File: config.mk
export PLATFORM = sky130hd
export DESIGN_NAME = mips_ctrl
export DESIGN_NICKNAME = d
export VERILOG_FILES = /design/src/rtl/mips_ctrl.sv
export SDC_FILE = /design/constraint.sdc
export NUM_CORES = 1
export LEC_CHECK = 0
export CORE_UTILIZATION = 35
export CTS_CLUSTER_SIZE = 14
export DETAILED_ROUTE_END_ITERATION = 8
export MAX_ROUTING_LAYER = met4
export SLEW_MARGIN = 20
export SYNTH_ARGS = -nofsm -noshare
export SYNTH_HDL_FRONTEND = slang
export SYNTH_SLANG_ARGS = --single-unit
File: constraint.sdc
create_clock -name clk -period 8.65 [get_ports clk]
set_input_delay 0.865 -clock clk [delete_from_list [all_inputs] [get_ports clk]]
set_output_delay 0.865 -clock clk [all_outputs]
set_load 0.01 [all_outputs]
File: src/rtl/mips_ctrl.sv
// Multicycle sequencing FSM for the MIPS subset core: decodes op/ZF/dm_ready
// into datapath mux selects and write enables, plus cycle/retire counters.
module mips_ctrl #(
    parameter int CNT_W = 32
) (
    input  logic             clk,
    input  logic             rst,
    input  logic             run,
    input  logic [2:0]       op,
    input  logic             ZF,
    input  logic             dm_ready,
    output logic             PCWr,
    output logic             IRWr,
    output logic             ABWr,
    output logic             TgtWr,
    output logic             ALUoutWr,
    output logic             DRWr,
    output logic             DMWr,
    output logic             RFWr,
    output logic             extSZ,
    output logic             alu_A_sel,
    output logic [1:0]       alu_B_sel,
    output logic [1:0]       alu_ctrl,
    output logic [1:0]       rf_W_sel,
    output logic [1:0]       rf_din_sel,
    output logic [1:0]       pc_sel,
    output logic [3:0]       state_o,
    output logic             illegal_op,
    output logic [CNT_W-1:0] cyc_cnt,
    output logic [CNT_W-1:0] inst_cnt
);

    typedef enum logic [3:0] {
        S_INST_FETCH = 4'd0,
        S_DECODE     = 4'd1,
        S_MEM_CALC   = 4'd2,
        S_MEM_LOAD   = 4'd3,
        S_MEM_WRITE  = 4'd4,
        S_REG_WRITE  = 4'd5,
        S_R_EXEC     = 4'd6,
        S_R_FINISH   = 4'd7,
        S_OR_EXEC    = 4'd8,
        S_OR_FINISH  = 4'd9,
        S_BR_FINISH  = 4'd10,
        S_JA_FINISH  = 4'd11
    } state_t;

    localparam logic [2:0] OP_ADDU = 3'd0;
    localparam logic [2:0] OP_SUBU = 3'd1;
    localparam logic [2:0] OP_ORI  = 3'd2;
    localparam logic [2:0] OP_LW   = 3'd3;
    localparam logic [2:0] OP_SW   = 3'd4;
    localparam logic [2:0] OP_BEQ  = 3'd5;
    localparam logic [2:0] OP_JAL  = 3'd6;
    localparam logic [2:0] OP_ILL  = 3'd7;

    state_t           state_q, state_d;
    logic [CNT_W-1:0] cyc_cnt_q, cyc_cnt_d;
    logic [CNT_W-1:0] inst_cnt_q, inst_cnt_d;

    logic pc_wr, ir_wr, ab_wr, tgt_wr, aluout_wr, dr_wr, dm_wr, rf_wr;
    logic illegal;
    logic retire;

    // dm_ready is a level-sensitive completion handshake: the FSM holds in
    // MemLoad/MemWrite with the request asserted until dm_ready=1 is sampled.
    always_comb begin
        state_d    = S_INST_FETCH;
        pc_wr      = 1'b0;
        ir_wr      = 1'b0;
        ab_wr      = 1'b0;
        tgt_wr     = 1'b0;
        aluout_wr  = 1'b0;
        dr_wr      = 1'b0;
        dm_wr      = 1'b0;
        rf_wr      = 1'b0;
        extSZ      = 1'b0;
        alu_A_sel  = 1'b0;
        alu_B_sel  = 2'd0;
        alu_ctrl   = 2'd0;
        rf_W_sel   = 2'd0;
        rf_din_sel = 2'd0;
        pc_sel     = 2'd0;
        illegal    = 1'b0;
        retire     = 1'b0;

        case (state_q)
            S_INST_FETCH: begin
                if (run) begin
                    state_d = S_DECODE;
                    pc_wr   = 1'b1;
                    ir_wr   = 1'b1;
                    pc_sel  = 2'd1;
                end else begin
                    state_d = S_INST_FETCH;
                end
            end
            S_DECODE: begin
                ab_wr     = 1'b1;
                tgt_wr    = 1'b1;
                alu_B_sel = 2'd2;
                extSZ     = 1'b1;
                case (op)
                    OP_ADDU, OP_SUBU: state_d = S_R_EXEC;
                    OP_ORI:           state_d = S_OR_EXEC;
                    OP_LW, OP_SW:     state_d = S_MEM_CALC;
                    OP_BEQ:           state_d = S_BR_FINISH;
                    OP_JAL:           state_d = S_JA_FINISH;
                    default: begin
                        state_d = S_INST_FETCH;
                        illegal = (op == OP_ILL);
                    end
                endcase
            end
            S_MEM_CALC: begin
                state_d   = (op == OP_SW) ? S_MEM_WRITE : S_MEM_LOAD;
                aluout_wr = 1'b1;
                alu_A_sel = 1'b1;
                alu_B_sel = 2'd3;
                extSZ     = 1'b1;
            end
            S_MEM_LOAD: begin
                state_d = dm_ready ? S_REG_WRITE : S_MEM_LOAD;
                dr_wr   = dm_ready;
            end
            S_MEM_WRITE: begin
                state_d = dm_ready ? S_INST_FETCH : S_MEM_WRITE;
                dm_wr   = 1'b1;
                retire  = dm_ready;
            end
            S_REG_WRITE: begin
                rf_wr  = 1'b1;
                retire = 1'b1;
            end
            S_R_EXEC: begin
                state_d   = S_R_FINISH;
                aluout_wr = 1'b1;
                alu_A_sel = 1'b1;
                alu_B_sel = 2'd1;
                alu_ctrl  = (op == OP_SUBU) ? 2'd1 : 2'd0;
            end
            S_R_FINISH: begin
                rf_wr      = 1'b1;
                rf_W_sel   = 2'd1;
                rf_din_sel = 2'd1;
                retire     = 1'b1;
            end
            S_OR_EXEC: begin
                state_d   = S_OR_FINISH;
                aluout_wr = 1'b1;
                alu_A_sel = 1'b1;
                alu_B_sel = 2'd3;
                alu_ctrl  = 2'd2;
            end
            S_OR_FINISH: begin
                rf_wr      = 1'b1;
                rf_din_sel = 2'd1;
                retire     = 1'b1;
            end
            S_BR_FINISH: begin
                alu_A_sel = 1'b1;
                alu_B_sel = 2'd1;
                alu_ctrl  = 2'd1;
                pc_wr     = ZF;
                retire    = 1'b1;
            end
            S_JA_FINISH: begin
                rf_wr      = 1'b1;
                rf_W_sel   = 2'd2;
                rf_din_sel = 2'd2;
                pc_wr      = 1'b1;
                pc_sel     = 2'd2;
                retire     = 1'b1;
            end
            default: state_d = S_INST_FETCH;
        endcase

        cyc_cnt_d  = cyc_cnt_q + {{(CNT_W-1){1'b0}}, 1'b1};
        inst_cnt_d = inst_cnt_q + {{(CNT_W-1){1'b0}}, retire};
    end

    always_ff @(posedge clk) begin
        if (!rst) begin
            state_q    <= S_INST_FETCH;
            cyc_cnt_q  <= '0;
            inst_cnt_q <= '0;
        end else begin
            state_q    <= state_d;
            cyc_cnt_q  <= cyc_cnt_d;
            inst_cnt_q <= inst_cnt_d;
        end
    end

    // Holding rst low suppresses every side effect, so an abandoned
    // instruction cannot write anything on the reset edge.
    assign PCWr       = rst & pc_wr;
    assign IRWr       = rst & ir_wr;
    assign ABWr       = rst & ab_wr;
    assign TgtWr      = rst & tgt_wr;
    assign ALUoutWr   = rst & aluout_wr;
    assign DRWr       = rst & dr_wr;
    assign DMWr       = rst & dm_wr;
    assign RFWr       = rst & rf_wr;
    assign illegal_op = rst & illegal;
    assign state_o    = state_q;
    assign cyc_cnt    = cyc_cnt_q;
    assign inst_cnt   = inst_cnt_q;

endmodule

==> reports/metrics.cfg, run 1 <==
[status]
status = complete, no violations

[place]
numPlacedInstances = 640
place_hpwl_mm = 6.42
port_buffers = 96
gp_congestion = 0.802

[cts]
clk_latency_ns = 0.34
htree_num_levels = 3
ctsRootBufferMaster = clkbuf_8
postCtsSetupBuffers = 0
cts_tree = done
clkTransAtPathRegs_ns = 0.07
ctsHoldBuffers = 0
ctsResizeCount = 0
cts_made_buffers = 9
clock_tree.buffer_depth = 2
cts_sinks = 68

[worst_setup_path]
worstPathArrival_ns = 3.24
critPathLaunchType = input port
worst-path-max-fanout = 22
crit_path_end = illegal_op
worstPathRequired_ns = 7.79
reg2reg_slack_ns = 5.01
setup.worst_path.class = input port to primary output
cpMaxStageDelayCell = clkdlybuf4s50_1
worstSetupEndpointType = primary output
reg2reg_from = state_o[2]
path_cells = clkdlybuf4s50_1, inv_1, nor4_1, and4_1, clkdlybuf4s50_1
worstRegToRegCells = 10
cpMostUsedCell = clkdlybuf4s50_1
reg2reg_to = inst_cnt[24]
slowest_delay_ns = 0.93
cp-startpoint = rst

[synthesis]
synth_flop_cell = dfxtp_1
yosys-top-cells-area = dfxtp_1, a21oi_1, o31ai_1, or4_1, nor2_1
synth_cell_types = 44
ys_seq_elements = 68
synthArstFlopShare = 0
avgSynthCellArea_um2 = 8.04
syn_area_um2 = 3510
yosysWarnings = 0
synth_nets = 447
yosys.area.top_type = dfxtp_1
ys_seq_area_frac = 0.388
syn_inst = 436
synth.top_cell.area_share = 0.388
synth-edff-count = 0

[drt]
vias = 3540
drtIter0Drc = 177
routed_via_density = 5.41
drcViolationCount = 0
wl_per_cell_um = 14.0
final_antenna_net_count = 0
drtPass1Iterations = 4
wirelength_mm = 9.13

[final_layout]
drive_above_1_share = 0.0345
fin_util = 0.481
syn2layout_area_growth_pct = 33.5
fin_cells = 654
final_cell_mix = clkdlybuf4s50_1, dfxtp_1, nor2_1, a21oi_1, nand2_1
fin_nets = 529
diodes = 0
mostFrequentLayoutCell = clkdlybuf4s50_1

[global_routing]
grt_max_degree = 57
grt_usage = 0.185
use_met1 = 0.237
grt_pass1_wl_mm = 14.9
grt_pass1_vias = 3127
top_usage_layer = met2
met3_usage = 0.0294
grtUsageMet2 = 0.296
grt_overflow_total = 0
antenna_found_initial = 0

[power_and_ir_drop]
leakage_nw = 1.48
peakVddDrop_mv = 0.0839
power_density_nw_per_um2 = 140

[timing]
rsz0062_at_grt = false
setup_tns_ns = 0
finalWorstPathRequiredPeriod_ns = 4.10
drv_slew = 0
worst_pin_slew_ns = 0.798
finalHoldViolations = 0
min_period_over_period = 0.474
fin_skew_ns = 0.0113
fmax_ghz = 0.244
setup_violations = 0
slew_headroom = 0.467

[die]
coreArea_um2 = 9730
die-area_um2 = 10400
die_h_um = 102
fp.dieW_um = 102
row_count = 36
io-pin-count = 97
start_util = 0.360

[worst_hold_path]
hold_depth = 2
hold_class = flip-flop to flip-flop

[flow_run]
cap_violations = 0

[registers in the layout, summed over array words and instances, names as in the netlist]
register / count
cyc_cnt: 32
inst_cnt: 32
state_o: 4
[cells in the mapped netlist, types with 10 or more instances]
| library cell | count |
|---|---|
| xnor2_1 | 11 |
| or3_1 | 12 |
| nand3_1 | 22 |
| inv_1 | 10 |
| nand4_1 | 15 |
| clkbuf_1 | 18 |
| dfxtp_1 | 68 |
| a21oi_1 | 40 |
| nand2_1 | 35 |
| or4_1 | 22 |
| o21ai_0 | 17 |
| o31ai_1 | 22 |
| nand2b_1 | 14 |
| nor2_1 | 40 |
| nor4_1 | 10 |
| and3_1 | 11 |
[cell families (layout without fill, tap and decap cells)]
family,Yosys count,in the layout,synth area share
simple gates,215,215,0.340
buf+inv,36,121,0.0442
mux,7,7,0.0200
flops,68,68,0.388
compound gates,87,87,0.147
xor+xnor,20,20,0.0499
fa+ha+maj,3,3,0.0107
[worst max-delay path: cells and delay by family]
kind	cells	cell delay, ns
and+or+nand+nor	2	0.78
buffers and inverters	3	1.59
[power breakdown]
group,internal [mW],total [mW],switching (mW),leakage [nW]
sequential,0.319,0.335,0.0162,0.549
clock,0.107,0.219,0.112,0.0848
combinational,0.0529,0.101,0.0485,0.843
total,0.479,0.656,0.177,1.48
[how the worst min path moves through the flow]
stage / startpoint / to / slack (ns)
floorplan: cyc_cnt[0] / cyc_cnt[0] / 0.49
global placement: inst_cnt[22] / inst_cnt[22] / 0.47
detailed placement: cyc_cnt[29] / cyc_cnt[29] / 0.48
CTS: cyc_cnt[29] / cyc_cnt[29] / 0.50
global route: inst_cnt[31] / inst_cnt[31] / 0.52
finish: inst_cnt[31] / inst_cnt[31] / 0.50
[metrics by stage]
stage                     power (mW)  hold slack (ns)  area [um^2]  worst slack, ns
after CTS                      0.663            0.496         4680             4.53
after global routing           0.688            0.519         4680             4.33
after floorplan                0.393            0.491         3510             5.66
final                          0.656            0.496         4680             4.55
after global placement         0.444            0.474         4520             4.60
after detailed placement       0.444            0.481         4520             4.55
[final cells by class]
cell class / instances / area, um^2
Inverter: 10 / 37.5
Sequential cell: 68 / 1360
Fill cell: 998 / 5050
Clock inverter: 3 / 15.0
Timing Repair Buffer: 97 / 968
Tap cell: 133 / 166
Multi-Input combinational cell: 332 / 1990
Clock buffer: 11 / 141
[routing by layer]
layer | vias up | wire length [um]
met4 | 0 | 80
met1 | 1688 | 4430
met3 | 7 | 329
li1 | 1773 | -
met5 | - | 0
met2 | 72 | 4300
(Power assumes the default switching activity.)
==> run 2: changes to the inputs <==
==> constraint.sdc (replaced) <==
create_clock -name clk -period 3.4 [get_ports clk]
set_input_delay 0.34 -clock clk [delete_from_list [all_inputs] [get_ports clk]]
set_output_delay 0.34 -clock clk [all_outputs]
set_load 0.01 [all_outputs]
==> run 2 against run 1 <==
Compared with the run above: combinational power grew to 3.0 times the previous value; register-to-register slack worse by 4.6 ns; first-iteration DRC count is 16% lower; die area stayed put; clock power grew to 2.9 times the previous value.
==> reports/metrics.cfg, run 2 (synthesis results as in run 1) <==
[status]
status = complete, no violations

[worst_setup_path]
worst-path-max-fanout = 19  ; -14%
cp-startpoint = state_o[2]
cpMaxStageDelayCell = or4_1
critPathLaunchType = flip-flop
slowest_delay_ns = 0.53  ; -0.40 ns
reg2reg_from = state_o[2]
worstPathArrival_ns = 3.26  ; +0.02 ns
setup.worst_path.class = flip-flop to flip-flop
path_delay_family = simple AND/OR/NAND/NOR gates
cp.buffers_inverters = 1  ; -2
worstPathRequired_ns = 3.67  ; -4.12 ns
path_cells = inv_1, nor2_1, a21oi_1, o21ai_0, ha_1, ha_1, and4_1, or3b_4, or4_1, a21oi_1
worstSetupEndpointType = flip-flop

[final_layout]
syn2layout_area_growth_pct = 35.8
multi_input_comb_area_um2 = 1990  ; +0.13%
regArea_um2 = 1360  ; unchanged
fin_area_um2 = 4760  ; +1.8%
fin_nets = 536  ; +1.3%
diodes = 0  ; unchanged
nFillCells = 964  ; -3.4%
drive_above_1_share = 0.0509  ; +0.0164
final_cell_mix = clkdlybuf4s50_1, dfxtp_1, nor2_1, a21oi_1, nand2_1
mostFrequentLayoutCell = clkdlybuf4s50_1

[die]
start_util = 0.360  ; unchanged
die_h_um = 102  ; unchanged
fp.dieW_um = 102  ; unchanged
die-area_um2 = 10400  ; unchanged
io-pin-count = 97  ; unchanged
coreArea_um2 = 9730  ; unchanged
row_count = 36  ; unchanged

[cts]
clkTransAtPathRegs_ns = 0.07  ; about the same
cts_sinks = 68  ; unchanged
htree_num_levels = 3  ; unchanged
clk_latency_ns = 0.35  ; about the same
ctsRootBufferMaster = clkbuf_8
cts_made_buffers = 9  ; unchanged
clock_tree.buffer_depth = 2  ; unchanged
cts_tree = done
postCtsSetupBuffers = 0  ; unchanged

[global_routing]
grt_max_degree = 57  ; unchanged
antenna_found_initial = 0  ; unchanged
grt_pass1_vias = 3051  ; -2.4%
grt_pass1_wl_mm = 14.7  ; -1.3%
grt_overflow_total = 0  ; unchanged
grt_usage = 0.183  ; -0.00263

[drt]
routed_via_density = 5.33  ; -1.6%
drtIter0Drc = 148  ; -16%
drcViolationCount = 0  ; unchanged
drtPass1Iterations = 4  ; unchanged
wl_per_cell_um = 13.6  ; -2.8%
final_antenna_net_count = 0  ; unchanged
wirelength_mm = 9.00  ; -1.5%
vias = 3533  ; -0.20%

[power_and_ir_drop]
switching_share = 0.265  ; -0.00398
peakVddDrop_mv = 0.184  ; +120%
p_seq_frac = 0.470  ; -0.041
finalPower_mw = 1.76  ; +170%
leakage_nw = 1.52  ; +3.1%
power_switching_mw = 0.467  ; +160%
p_int_mw = 1.29  ; +170%
clkPwrFrac = 0.361  ; +0.027
pwr-share-comb = 0.170  ; +0.015
power_density_nw_per_um2 = 370  ; +160%

[timing]
setup_violations = 0  ; unchanged
slew_headroom = 0.513  ; +0.0464
finalHoldViolations = 0  ; unchanged
min_period_over_period = 0.879
fin_skew_ns = 0.0129  ; +0.00163 ns
fin_ws_ns = 0.411  ; -4.14 ns
finalWorstPathRequiredPeriod_ns = 2.99
fmax_ghz = 0.335
setup_tns_ns = 0  ; unchanged
rsz0062_at_grt = false
worst_pin_slew_ns = 0.729  ; -0.0693 ns
drv_slew = 0  ; unchanged

[place]
port_buffers = 96  ; unchanged
detailedPlace.worstSlack_ns = 0.0894  ; -4.46 ns
gp_congestion = 0.865  ; +7.8%
place_hpwl_mm = 6.36  ; -0.90%
post_dp_cell_area_um2 = 4580  ; +1.2%

[flow_run]
cap_violations = 0  ; unchanged

[worst_hold_path]
min_from = cyc_cnt[29]
hold_class = flip-flop to flip-flop

[run 2: timing repair]
| item | CTS | global route |
|---|---|---|
| gates resized for setup | 0 | 1 |
| setup endpoints to repair | 0 | 9 |
| hold buffers | 0 | 0 |
[run 2: power groups by stage]
| stage | Clock [mW] | Sequential, mW | Combinational [mW] |
|---|---|---|---|
| after floorplan | 0 | 0.850 | 0.151 |
| after global placement | 0 | 0.845 | 0.298 |
| after detailed placement | 0 | 0.846 | 0.300 |
| after CTS | 0.655 | 0.827 | 0.302 |
| after global routing | 0.680 | 0.829 | 0.331 |
| final | 0.635 | 0.827 | 0.299 |
[run 2: final cells by class]
| type | count | share of cell area |
|---|---|---|
| Clock buffer | 11 | 0.0276 |
| Clock inverter | 5 | 0.0110 |
| Inverter | 10 | 0.00788 |
| Multi-Input combinational cell | 332 | 0.418 |
| Sequential cell | 68 | 0.286 |
| Tap cell | 133 | 0.0349 |
| Timing Repair Buffer | 104 | 0.214 |
[run 2: worst reg2reg max path, cell delays in order, from the launching register on]
cell     delay (ns)
dfxtp_1        0.32
inv_1          0.07
nor2_1         0.32
a21oi_1        0.12
o21ai_0        0.23
ha_1           0.25
ha_1           0.22
and4_1         0.24
or3b_4         0.49
or4_1          0.53
a21oi_1        0.14
[run 2: worst paths after layout]
kind                                endpoint  slack [ns]  cells past startpoint
worst min-delay path             cyc_cnt[29]        0.49                      2
worst max-delay path            inst_cnt[24]        0.41                     10
worst min register to register   cyc_cnt[29]        0.49                      2
worst max register to register  inst_cnt[24]        0.41                     10
[run 2: metal layers]
layer	routed length [um]	global-route usage	up-vias
met5	0	-	-
met1	4380	0.243	1650
li1	-	-	1788
met2	4120	0.281	86
met3	382	0.0280	9
met4	113	0.0626	0
[run 2: through the flow]
step / util / cells / hold slack [ns]
after floorplan: - / 436 / 0.490
after global placement: 0.470 / 647 / 0.460
after detailed placement: 0.470 / 647 / 0.474
after CTS: 0.489 / 663 / 0.487
after global routing: 0.490 / 663 / 0.509
final: 0.490 / 663 / 0.488
==> run 3: changes to the inputs <==
--- a/config.mk
+++ b/config.mk
@@ -9,7 +9,7 @@
 export CTS_CLUSTER_SIZE = 14
 export DETAILED_ROUTE_END_ITERATION = 8
 export MAX_ROUTING_LAYER = met4
-export SLEW_MARGIN = 20
+export SLEW_MARGIN = 40
 export SYNTH_ARGS = -nofsm -noshare
 export SYNTH_HDL_FRONTEND = slang
 export SYNTH_SLANG_ARGS = --single-unit
==> results of run 3 <==
The final DEF is identical to that of run 2; final timing and power are the same.
